### src/rtl/nx_fifo_1r1w_ptr_sched.sv
// Hardware-side sequencer for a 1R1W FIFO RAM: owns the pointers and occupancy,
// hides RAM read latency with a prefetch buffer and hands the RAM to software
// on request.
module nx_fifo_1r1w_ptr_sched #(
    parameter int N_DATA_BITS = 32,
    parameter int N_ENTRIES   = 16,
    parameter int RD_LATENCY  = 2,
    parameter int OBUF_DEPTH  = RD_LATENCY + 1,
    localparam int AW = $clog2(N_ENTRIES),
    localparam int OW = $clog2(N_ENTRIES + OBUF_DEPTH) + 1
) (
    input  logic                   clk,
    input  logic                   rst,
    input  logic                   wr_valid,
    output logic                   wr_ready,
    input  logic [N_DATA_BITS-1:0] wr_data,
    output logic                   rd_valid,
    input  logic                   rd_ready,
    output logic [N_DATA_BITS-1:0] rd_data,
    input  logic                   flush,
    output logic                   hw_cs,
    output logic [AW-1:0]          hw_waddr,
    output logic [AW-1:0]          hw_raddr,
    output logic                   hw_we,
    output logic                   hw_re,
    output logic [N_DATA_BITS-1:0] hw_din,
    input  logic [N_DATA_BITS-1:0] hw_dout,
    input  logic                   hw_yield,
    output logic [OW-1:0]          occupancy,
    output logic                   yielded
);

    localparam int OIW = $clog2(OBUF_DEPTH);
    localparam logic [OW-1:0] MEM_MAX  = OW'(N_ENTRIES);
    localparam logic [OW-1:0] OBUF_MAX = OW'(OBUF_DEPTH);
    localparam logic [AW-1:0] PTR_LAST = AW'(N_ENTRIES - 1);

    typedef enum logic [1:0] {
        ST_ACTIVE  = 2'd0,
        ST_DRAIN   = 2'd1,
        ST_YIELDED = 2'd2
    } state_t;

    state_t                 state_r, state_s;
    logic [AW-1:0]          wptr_r, rptr_r;
    logic [OW-1:0]          mem_cnt_r, inflight_r, discard_r, obuf_cnt_r;
    logic [RD_LATENCY-1:0]  dl_r, dl_s;
    logic [N_DATA_BITS-1:0] obuf_r [OBUF_DEPTH];
    logic                   active_s, push_s, pop_s, re_s, ret_s, keep_s;
    logic [OW-1:0]          credit_s;
    logic [OIW-1:0]         wr_idx_s;

    // Data path and strobe decode. Reset gates the strobes so the RAM is
    // released immediately, even with reads in flight.
    assign active_s  = (state_r == ST_ACTIVE) && !rst;
    assign wr_ready  = active_s && !hw_yield && (mem_cnt_r < MEM_MAX) && !flush;
    assign push_s    = wr_valid && wr_ready;
    assign rd_valid  = (obuf_cnt_r != {OW{1'b0}});
    assign pop_s     = rd_valid && rd_ready && !flush;
    // Buffer slots already promised: held entries plus reads still returning.
    assign credit_s  = obuf_cnt_r + inflight_r - OW'(pop_s);
    assign re_s      = active_s && !hw_yield && !flush && (mem_cnt_r != {OW{1'b0}})
                       && (credit_s < OBUF_MAX);
    assign ret_s     = dl_r[RD_LATENCY-1];
    assign keep_s    = ret_s && (discard_r == {OW{1'b0}}) && !flush;
    assign wr_idx_s  = OIW'(obuf_cnt_r) - OIW'(pop_s);
    assign hw_we     = push_s;
    assign hw_re     = re_s;
    assign hw_waddr  = wptr_r;
    assign hw_raddr  = rptr_r;
    assign hw_din    = wr_data;
    assign hw_cs     = !rst && ((state_r == ST_ACTIVE) ||
                                ((state_r == ST_DRAIN) && (inflight_r != {OW{1'b0}})));
    assign yielded   = (state_r == ST_YIELDED);
    assign rd_data   = obuf_r[0];
    assign occupancy = mem_cnt_r + inflight_r - discard_r + obuf_cnt_r;

    // Ownership state register.
    always_ff @(posedge clk or posedge rst) begin
        if (rst) begin
            state_r <= ST_ACTIVE;
        end else begin
            state_r <= state_s;
        end
    end

    // Ownership next-state: drain outstanding reads before handing the RAM over.
    always_comb begin
        state_s = state_r;
        case (state_r)
            ST_ACTIVE: begin
                if (hw_yield) state_s = ST_DRAIN;
                else          state_s = ST_ACTIVE;
            end
            ST_DRAIN: begin
                if (inflight_r == {OW{1'b0}}) state_s = ST_YIELDED;
                else                          state_s = ST_DRAIN;
            end
            ST_YIELDED: begin
                if (!hw_yield) state_s = ST_ACTIVE;
                else           state_s = ST_YIELDED;
            end
            default: state_s = ST_ACTIVE;
        endcase
    end

    // Write/read pointers and count of entries resident in the RAM.
    always_ff @(posedge clk or posedge rst) begin
        if (rst) begin
            wptr_r    <= {AW{1'b0}};
            rptr_r    <= {AW{1'b0}};
            mem_cnt_r <= {OW{1'b0}};
        end else if (flush) begin
            wptr_r    <= {AW{1'b0}};
            rptr_r    <= {AW{1'b0}};
            mem_cnt_r <= {OW{1'b0}};
        end else begin
            if (push_s) wptr_r <= (wptr_r == PTR_LAST) ? {AW{1'b0}} : wptr_r + AW'(1);
            else        wptr_r <= wptr_r;
            if (re_s)   rptr_r <= (rptr_r == PTR_LAST) ? {AW{1'b0}} : rptr_r + AW'(1);
            else        rptr_r <= rptr_r;
            mem_cnt_r <= mem_cnt_r + OW'(push_s) - OW'(re_s);
        end
    end

    // Next value of the read-return delay line.
    always_comb begin
        dl_s    = dl_r << 1'b1;
        dl_s[0] = re_s;
    end

    // Read-return tracking; a flush marks every still-outstanding read for discard.
    always_ff @(posedge clk or posedge rst) begin
        if (rst) begin
            dl_r       <= {RD_LATENCY{1'b0}};
            inflight_r <= {OW{1'b0}};
            discard_r  <= {OW{1'b0}};
        end else begin
            dl_r       <= dl_s;
            inflight_r <= inflight_r + OW'(re_s) - OW'(ret_s);
            if (flush)                                  discard_r <= inflight_r - OW'(ret_s);
            else if (ret_s && (discard_r != {OW{1'b0}})) discard_r <= discard_r - OW'(1);
            else                                        discard_r <= discard_r;
        end
    end

    // Prefetch buffer: shift register with the head always at index 0.
    always_ff @(posedge clk or posedge rst) begin
        if (rst) begin
            obuf_cnt_r <= {OW{1'b0}};
            for (int i = 0; i < OBUF_DEPTH; i++) obuf_r[i] <= {N_DATA_BITS{1'b0}};
        end else if (flush) begin
            obuf_cnt_r <= {OW{1'b0}};
        end else begin
            obuf_cnt_r <= obuf_cnt_r + OW'(keep_s) - OW'(pop_s);
            if (pop_s) begin
                for (int i = 0; i < OBUF_DEPTH - 1; i++) obuf_r[i] <= obuf_r[i+1];
            end
            if (keep_s) obuf_r[wr_idx_s] <= hw_dout;
        end
    end

    nx_fifo_1r1w_ptr_sched_chk #(.OW(OW), .OBUF_DEPTH(OBUF_DEPTH)) u_chk (
        .clk      (clk),
        .rst      (rst),
        .keep     (keep_s),
        .pop      (pop_s),
        .obuf_cnt (obuf_cnt_r)
    );

endmodule

// Prefetch-buffer overflow checker.
module nx_fifo_1r1w_ptr_sched_chk #(
    parameter int OW         = 4,
    parameter int OBUF_DEPTH = 3
) (
    input logic          clk,
    input logic          rst,
    input logic          keep,
    input logic          pop,
    input logic [OW-1:0] obuf_cnt
);
    // A returning word must always find a free buffer slot.
    always @(posedge clk) begin
        if (!rst) begin
            assert (!(keep && !pop && (obuf_cnt == OW'(OBUF_DEPTH))));
        end
    end
endmodule

### config.mk
export PLATFORM = sky130hd
export DESIGN_NAME = nx_fifo_1r1w_ptr_sched
export DESIGN_NICKNAME = d
export VERILOG_FILES = /design/src/rtl/nx_fifo_1r1w_ptr_sched.sv
export SDC_FILE = /design/constraint.sdc
export NUM_CORES = 1
export LEC_CHECK = 0
export ABC_AREA = 1
export CAP_MARGIN = 20
export CORE_MARGIN = 5
export CORE_UTILIZATION = 35
export DETAILED_ROUTE_END_ITERATION = 8
export PLACE_DENSITY = 0.61
export SETUP_SLACK_MARGIN = 0.2
export SKIP_CTS_REPAIR_TIMING = 1
export SYNTH_ARGS = -nofsm -noshare
export SYNTH_HDL_FRONTEND = slang
export SYNTH_HIERARCHICAL = 1
export SYNTH_SLANG_ARGS = --single-unit
### constraint.sdc
create_clock -name clk -period 12.3 [get_ports clk]
set_input_delay 3.075 -clock clk [delete_from_list [all_inputs] [get_ports clk]]
set_output_delay 3.075 -clock clk [all_outputs]
set_load 0.02 [all_outputs]
==> impl_metrics.env, run 1 <==
export IMPL_status="finished, final reports clean"
export IMPL_ys_seq_elements=132
export IMPL_drv_slew=0
export IMPL_dp_hpwl_um=12400
export IMPL_slowest_delay_ps=640
export IMPL_yosys_warnings=6
export IMPL_syn_area_sq_um=8280
export IMPL_firstDrtPassIters=4
export IMPL_antenna_cells=0
export IMPL_initial_core_util_pct=35.4
export IMPL_top_level_ports=154
export IMPL_yosysUniqueCellTypes=32
export IMPL_highest_layer="met4"
export IMPL_worst_ep_arrival_time_ps=7150
export IMPL_drcViolationCount=0
export IMPL_min_path_cells=0
export IMPL_worstMarginPinSlew_ps=904
export IMPL_slew_headroom_pct=39.8
export IMPL_crit_type="in -> out"
export IMPL_die_x_um=164
export IMPL_nets=1227
export IMPL_crit_path_top_delay_cell="clkdlybuf4s50_1"
export IMPL_rr_endpoint="mem_cnt_r[4]"
export IMPL_cts_root_buf="clkbuf_16"
export IMPL_start_kind="input port"
export IMPL_p_sw_uw=951
export IMPL_async_reset_ff_share_pct=100
export IMPL_avgRoutedWirePerCell_um=13.3
export IMPL_yosysTopAreaCell="dfrtp_1"
export IMPL_netlist_top_cells_area="dfrtp_1 40%, nand2_1 12%, inv_1 9.9%"
export IMPL_layout_common_cells="267 x nand2_1, 217 x inv_1, 132 x dfrtp_1"
export IMPL_cts_tree="yes"
export IMPL_fmax_mhz=97.8
export IMPL_synth_fp_nets=1215
export IMPL_reg2reg_slack_ps=7130
export IMPL_rr_worst_depth=28
export IMPL_synth_avg_cell_area_sq_um=7.63
export IMPL_end_kind="output port"
export IMPL_antenna_left=0
export IMPL_dr_wl_met2_um=8650
export IMPL_grt_start_max_net_pins=69
export IMPL_crit_required_ps=9220
export IMPL_io_buffers=89
export IMPL_wl_met3_um=841
export IMPL_min_from="dl_r[0]"
export IMPL_fin_ws_ps=2070
export IMPL_synth_top_area_share_pct=39.9
export IMPL_netlist_instances=1086
export IMPL_path_clk_slew_ps=70
export IMPL_clock_latency_ps=420
export IMPL_cts_sink_count=132
export IMPL_track_usage_pct=14.9
export IMPL_cts_buffer_depth=2
export IMPL_synth_edf_count=0
export IMPL_drive_above_1_share_pct=4.68
export IMPL_wl_um=19000
export IMPL_crit_family="buffers and inverters"
export IMPL_cp_max_fo=66
export IMPL_cap_viol_max_count=0
export IMPL_min_to="dl_r[1]"
export IMPL_die_area_sq_um=26800
export IMPL_worstHoldPathType="reg -> reg"
export IMPL_num_fill_cells=2413
export IMPL_powerDensity_nw_per_um2=238
export IMPL_htree_levels=4
export IMPL_fin_skew_ps=13.7
export IMPL_ir_worst_vdd_v=0.000131
export IMPL_cp_common_cell="inv_1"
export IMPL_setup_viol=0
export IMPL_dp_slack_ps=2040
export IMPL_cts_buffers=17
export IMPL_core_area_sq_um=23400
export IMPL_die_h_um=164
export IMPL_viasPerCell=4.53
export IMPL_row_count=56
export IMPL_finalCriticalPeriod_ps=10230
export IMPL_finalSetupTns_ps=0
export IMPL_finalHoldViolations=0
export IMPL_met1_length_um=9380
export IMPL_regToRegStartpoint="obuf_cnt_r[3]"
export IMPL_vias=6473
export IMPL_final_period_utilization_pct=83.1
export IMPL_leakage_uw=0.00504
export IMPL_place_congestion=0.814
export IMPL_syn2layout_area_growth_pct=15.6
export IMPL_grt_pass1_vias=6287
export IMPL_grt_pass1_wl_um=31800
export IMPL_pwr_share_comb_pct=50.6
export IMPL_critPathBufInv=10
export IMPL_seq_power_share_pct=28.0
export IMPL_layout_commonest_cell="nand2_1"
export IMPL_power_internal_uw=1320
export IMPL_timing_critical_path_cells="clkdlybuf4s50_1 > buf_4 > clkinv_1 > nand3_2 > inv_2 > buf_4 > ha_1 > inv_1 > ha_1 > inv_1 > fa_1 > inv_1 > nand2_1 > nand4_1 > nor2_1 > nand2_1 > nor2_1 > nand2_1 > inv_1 > clkdlybuf4s50_1"
export IMPL_rsz0062_at_grt="false"
export IMPL_antenna_found_initial=0
export IMPL_power_share_clock_pct=21.4
export IMPL_yosysSeqAreaShare_pct=39.9
export IMPL_drtIter0Drc=461
export IMPL_grt_overflow_total=0
export IMPL_ys_dominant_reg_cell="dfrtp_1"
export IMPL_switching_share_pct=41.8
## power groups by stage
| stage | Clock [uW] | Sequential [uW] | Combinational [uW] |
|---|---|---|---|
| after floorplan | 0 | 618 | 890 |
| after global placement | 0 | 643 | 1140 |
| after detailed placement | 0 | 647 | 1160 |
| after CTS | 501 | 639 | 1160 |
| after global routing | 521 | 652 | 1330 |
| final | 487 | 636 | 1150 |
## cells by family after synthesis
kind of cell / after synthesis / synth area share (%)
buffers and inverters: 328 / 18.0
AOI/OAI and AO/OA: 179 / 11.1
DFF: 132 / 39.9
xor gates and xnor gates: 18 / 1.90
and+or+nand+nor: 370 / 18.9
adders and majority gates: 59 / 10.2
## synth_stat cells (4+ instances only)
| cell | count |
|---|---|
| o211ai_1 | 4 |
| dfrtp_1 | 132 |
| buf_4 | 64 |
| buf_2 | 13 |
| fa_1 | 14 |
| a31oi_1 | 4 |
| inv_1 | 219 |
| a21oi_1 | 19 |
| o21ai_1 | 38 |
| o21ai_0 | 110 |
| nand2_1 | 267 |
| xnor2_1 | 6 |
| ha_1 | 45 |
| xor2_1 | 12 |
| nor2_1 | 21 |
| nand4_1 | 42 |
| clkbuf_1 | 28 |
| nand3_1 | 31 |
## worst max path at each step
stage,end,cells after the start,from
after detailed placement,hw_re,20,flush
final,hw_re,20,flush
after global routing,hw_re,20,flush
after floorplan,hw_re,20,flush
after CTS,hw_re,20,flush
after global placement,hw_re,20,flush
## per-layer routing
metal  global-route usage [%]  vias to the layer above
met1                     20.5                     2998
met4                     3.47                        0
li1                         -                     3346
met5                        0                        -
met2                     23.6                      115
met3                     3.69                       14
## worst register-to-register path: cells and delay by family, from the launching register on
family,cells,cell delay [ps]
buf+inv,8,1060
flops,1,460
simple gates,11,1220
xor+xnor,1,170
compound gates,1,140
fa+ha+maj,7,2000
## area by class of cell
| class | count | area, sq um | share of cell area [%] |
|---|---|---|---|
| clock buffers | 19 | 433 | 4.52 |
| clock inverters | 13 | 126 | 1.32 |
| inverters | 221 | 835 | 8.72 |
| multi-input cells | 626 | 3500 | 36.6 |
| flip-flops and latches | 132 | 3300 | 34.5 |
| well taps | 319 | 399 | 4.17 |
| repair buffers | 100 | 973 | 10.2 |
## through the flow
step           cells  power [uW]  area [sq um]  hold slack [ps]  utilization [%]
2_1_floorplan   1086        1510          8280              331                -
3_3_place_gp    1398        1790          9010              337             38.5
3_5_place_dp    1398        1800          9010              335             38.5
4_1_cts         1430        2310          9570              351             40.9
5_1_grt         1430        2500          9570              374             40.9
6_report        1430        2270          9570              349             40.9
Note: power is estimated with default switching activity, not from simulation.
==> inputs of run 2 (changes only) <==
==> constraint.sdc (replaced) <==
create_clock -name clk -period 10.15 [get_ports clk]
set_input_delay 2.5375 -clock clk [delete_from_list [all_inputs] [get_ports clk]]
set_output_delay 2.5375 -clock clk [all_outputs]
set_load 0.02 [all_outputs]
==> impl_metrics.env, run 2 (synthesized netlist as in run 1, its figures left out) <==
export IMPL_firstDrtPassIters=5
export IMPL_dp_hpwl_um=12500
export IMPL_cp_common_cell="inv_1"
export IMPL_antenna_found_initial=0
export IMPL_met2_usage_pct=24.5
export IMPL_die_h_um=164
export IMPL_worstMarginPinSlew_ps=756
export IMPL_path_clk_slew_ps=60
export IMPL_cap_viol_max_count=0
export IMPL_slowest_delay_ps=650
export IMPL_worst_ep_arrival_time_ps=6160
export IMPL_final_period_utilization_pct=85.7
export IMPL_die_area_sq_um=26800
export IMPL_antenna_left=0
export IMPL_row_count=56
export IMPL_nets=1227
export IMPL_cp_max_fo=13
export IMPL_cts_root_buf="clkbuf_16"
export IMPL_grt_start_max_net_pins=78
export IMPL_layout_commonest_cell="nand2_1"
export IMPL_syn2layout_area_growth_pct=16.5
export IMPL_antenna_cells=0
export IMPL_end_kind="output port"
export IMPL_wl_um=19400
export IMPL_slew_headroom_pct=49.6
export IMPL_regToRegStartpoint="obuf_cnt_r[2]"
export IMPL_crit_path_top_delay_cell="clkdlybuf4s50_1"
export IMPL_fin_util_pct=41.2
export IMPL_drive_above_1_share_pct=4.86
export IMPL_clock_latency_ps=420
export IMPL_setup_viol=0
export IMPL_cts_sink_count=132
export IMPL_finalSetupTns_ps=0
export IMPL_drv_slew=0
export IMPL_gr_usage_met3_pct=3.51
export IMPL_fin_cells=1430
export IMPL_drcViolationCount=0
export IMPL_layout_common_cells="267 x nand2_1, 217 x inv_1, 132 x dfrtp_1"
export IMPL_grt_pass1_vias=6381
export IMPL_crit_required_ps=7610
export IMPL_place_congestion=0.815
export IMPL_status="finished, final reports clean"
export IMPL_cts_tree="yes"
export IMPL_busiest_layer="met2"
export IMPL_core_area_sq_um=23400
export IMPL_ir_worst_vdd_v=0.000161
export IMPL_cts_buffers=17
export IMPL_avgRoutedWirePerCell_um=13.6
export IMPL_finalCriticalPeriod_ps=8700
export IMPL_crit_type="in -> out"
export IMPL_start_kind="input port"
export IMPL_leakage_uw=0.00509
export IMPL_viasPerCell=4.52
export IMPL_fmax_mhz=115
export IMPL_dp_cells=1398
export IMPL_vias=6465
export IMPL_worstHoldPathType="reg -> reg"
export IMPL_track_usage_pct=14.9
export IMPL_htree_levels=4
export IMPL_grt_use_met1_pct=19.6
export IMPL_rsz0062_at_grt="false"
export IMPL_fin_skew_ps=8.39
export IMPL_timing_critical_path_cells="clkdlybuf4s50_1 > buf_4 > clkinv_1 > nand3_2 > inv_2 > ha_1 > inv_1 > ha_1 > inv_1 > fa_1 > inv_1 > nand2_1 > nand4_1 > nor2_1 > nand2_1 > nor2_1 > nand2_1 > inv_1 > clkdlybuf4s50_1"
export IMPL_critPathLaunch="flush"
export IMPL_powerDensity_nw_per_um2=295
export IMPL_cts_buffer_depth=2
export IMPL_finalHoldViolations=0
export IMPL_top_level_ports=154
export IMPL_initial_core_util_pct=35.4
export IMPL_drtIter0Drc=332
export IMPL_grt_overflow_total=0
export IMPL_io_buffers=89
export IMPL_totalPowerFinal_uw=2840
export IMPL_grt_pass1_wl_um=31800
export IMPL_min_from="dl_r[0]"
export IMPL_die_x_um=164
[run 2: cell count changes in the layout (fill, tap and decap cells not counted), moves of 2 or more]
cell        before  now
clkinvlp_4       4    0
bufinv_16        1    3
clkbuf_1         2    0
inv_8            0    4
[run 2: metrics by stage]
stage                     hold slack [ps]  area, sq um  setup WS [ps]
after floorplan                       331         8280           2120
after detailed placement              349         9010           1440
after global routing                  379         9650           1190
final                                 357         9650           1450
after CTS                             364         9650           1430
after global placement                336         9010           1590
[run 2: cell type report]
class,count,area [sq um]
clock inverter,15,213
fill,2437,13700
inverter,221,835
tap,319,399
clock buffer,17,425
timing repair buffer,100,973
sequential,132,3300
multi-input combinational,626,3500
[run 2: report_power, final]
group | internal (uW) | leakage [uW] | switching (uW)
clock network | 400 | 0.000313 | 269
registers | 683 | 0.00166 | 85.3
logic | 581 | 0.00312 | 826
total | 1660 | 0.00509 | 1180
[run 2: worst max-delay path: cells and delay by family]
kind,cells,cell delay (ps)
buffers and inverters,9,1840
adder cells (fa/ha/maj),3,940
AND/OR/NAND/NOR,7,830
[run 2: worst paths after layout]
kind | end | slack, ps | cells after the start
max | hw_re | 1450 | 19
min | dl_r[1] | 360 | 0
max reg2reg | mem_cnt_r[4] | 5540 | 27
min reg2reg | dl_r[1] | 360 | 0
max in group asynchronous | asynchronous set/reset pin | 6220 | 3
min in group asynchronous | dl_r[1] | 2670 | 2
[run 2: per-layer routing]
layer / up-vias / wire length (um)
li1: 3347 / -
met1: 2984 / 9310
met2: 113 / 8900
met3: 21 / 884
met4: 0 / 280
met5: - / 0
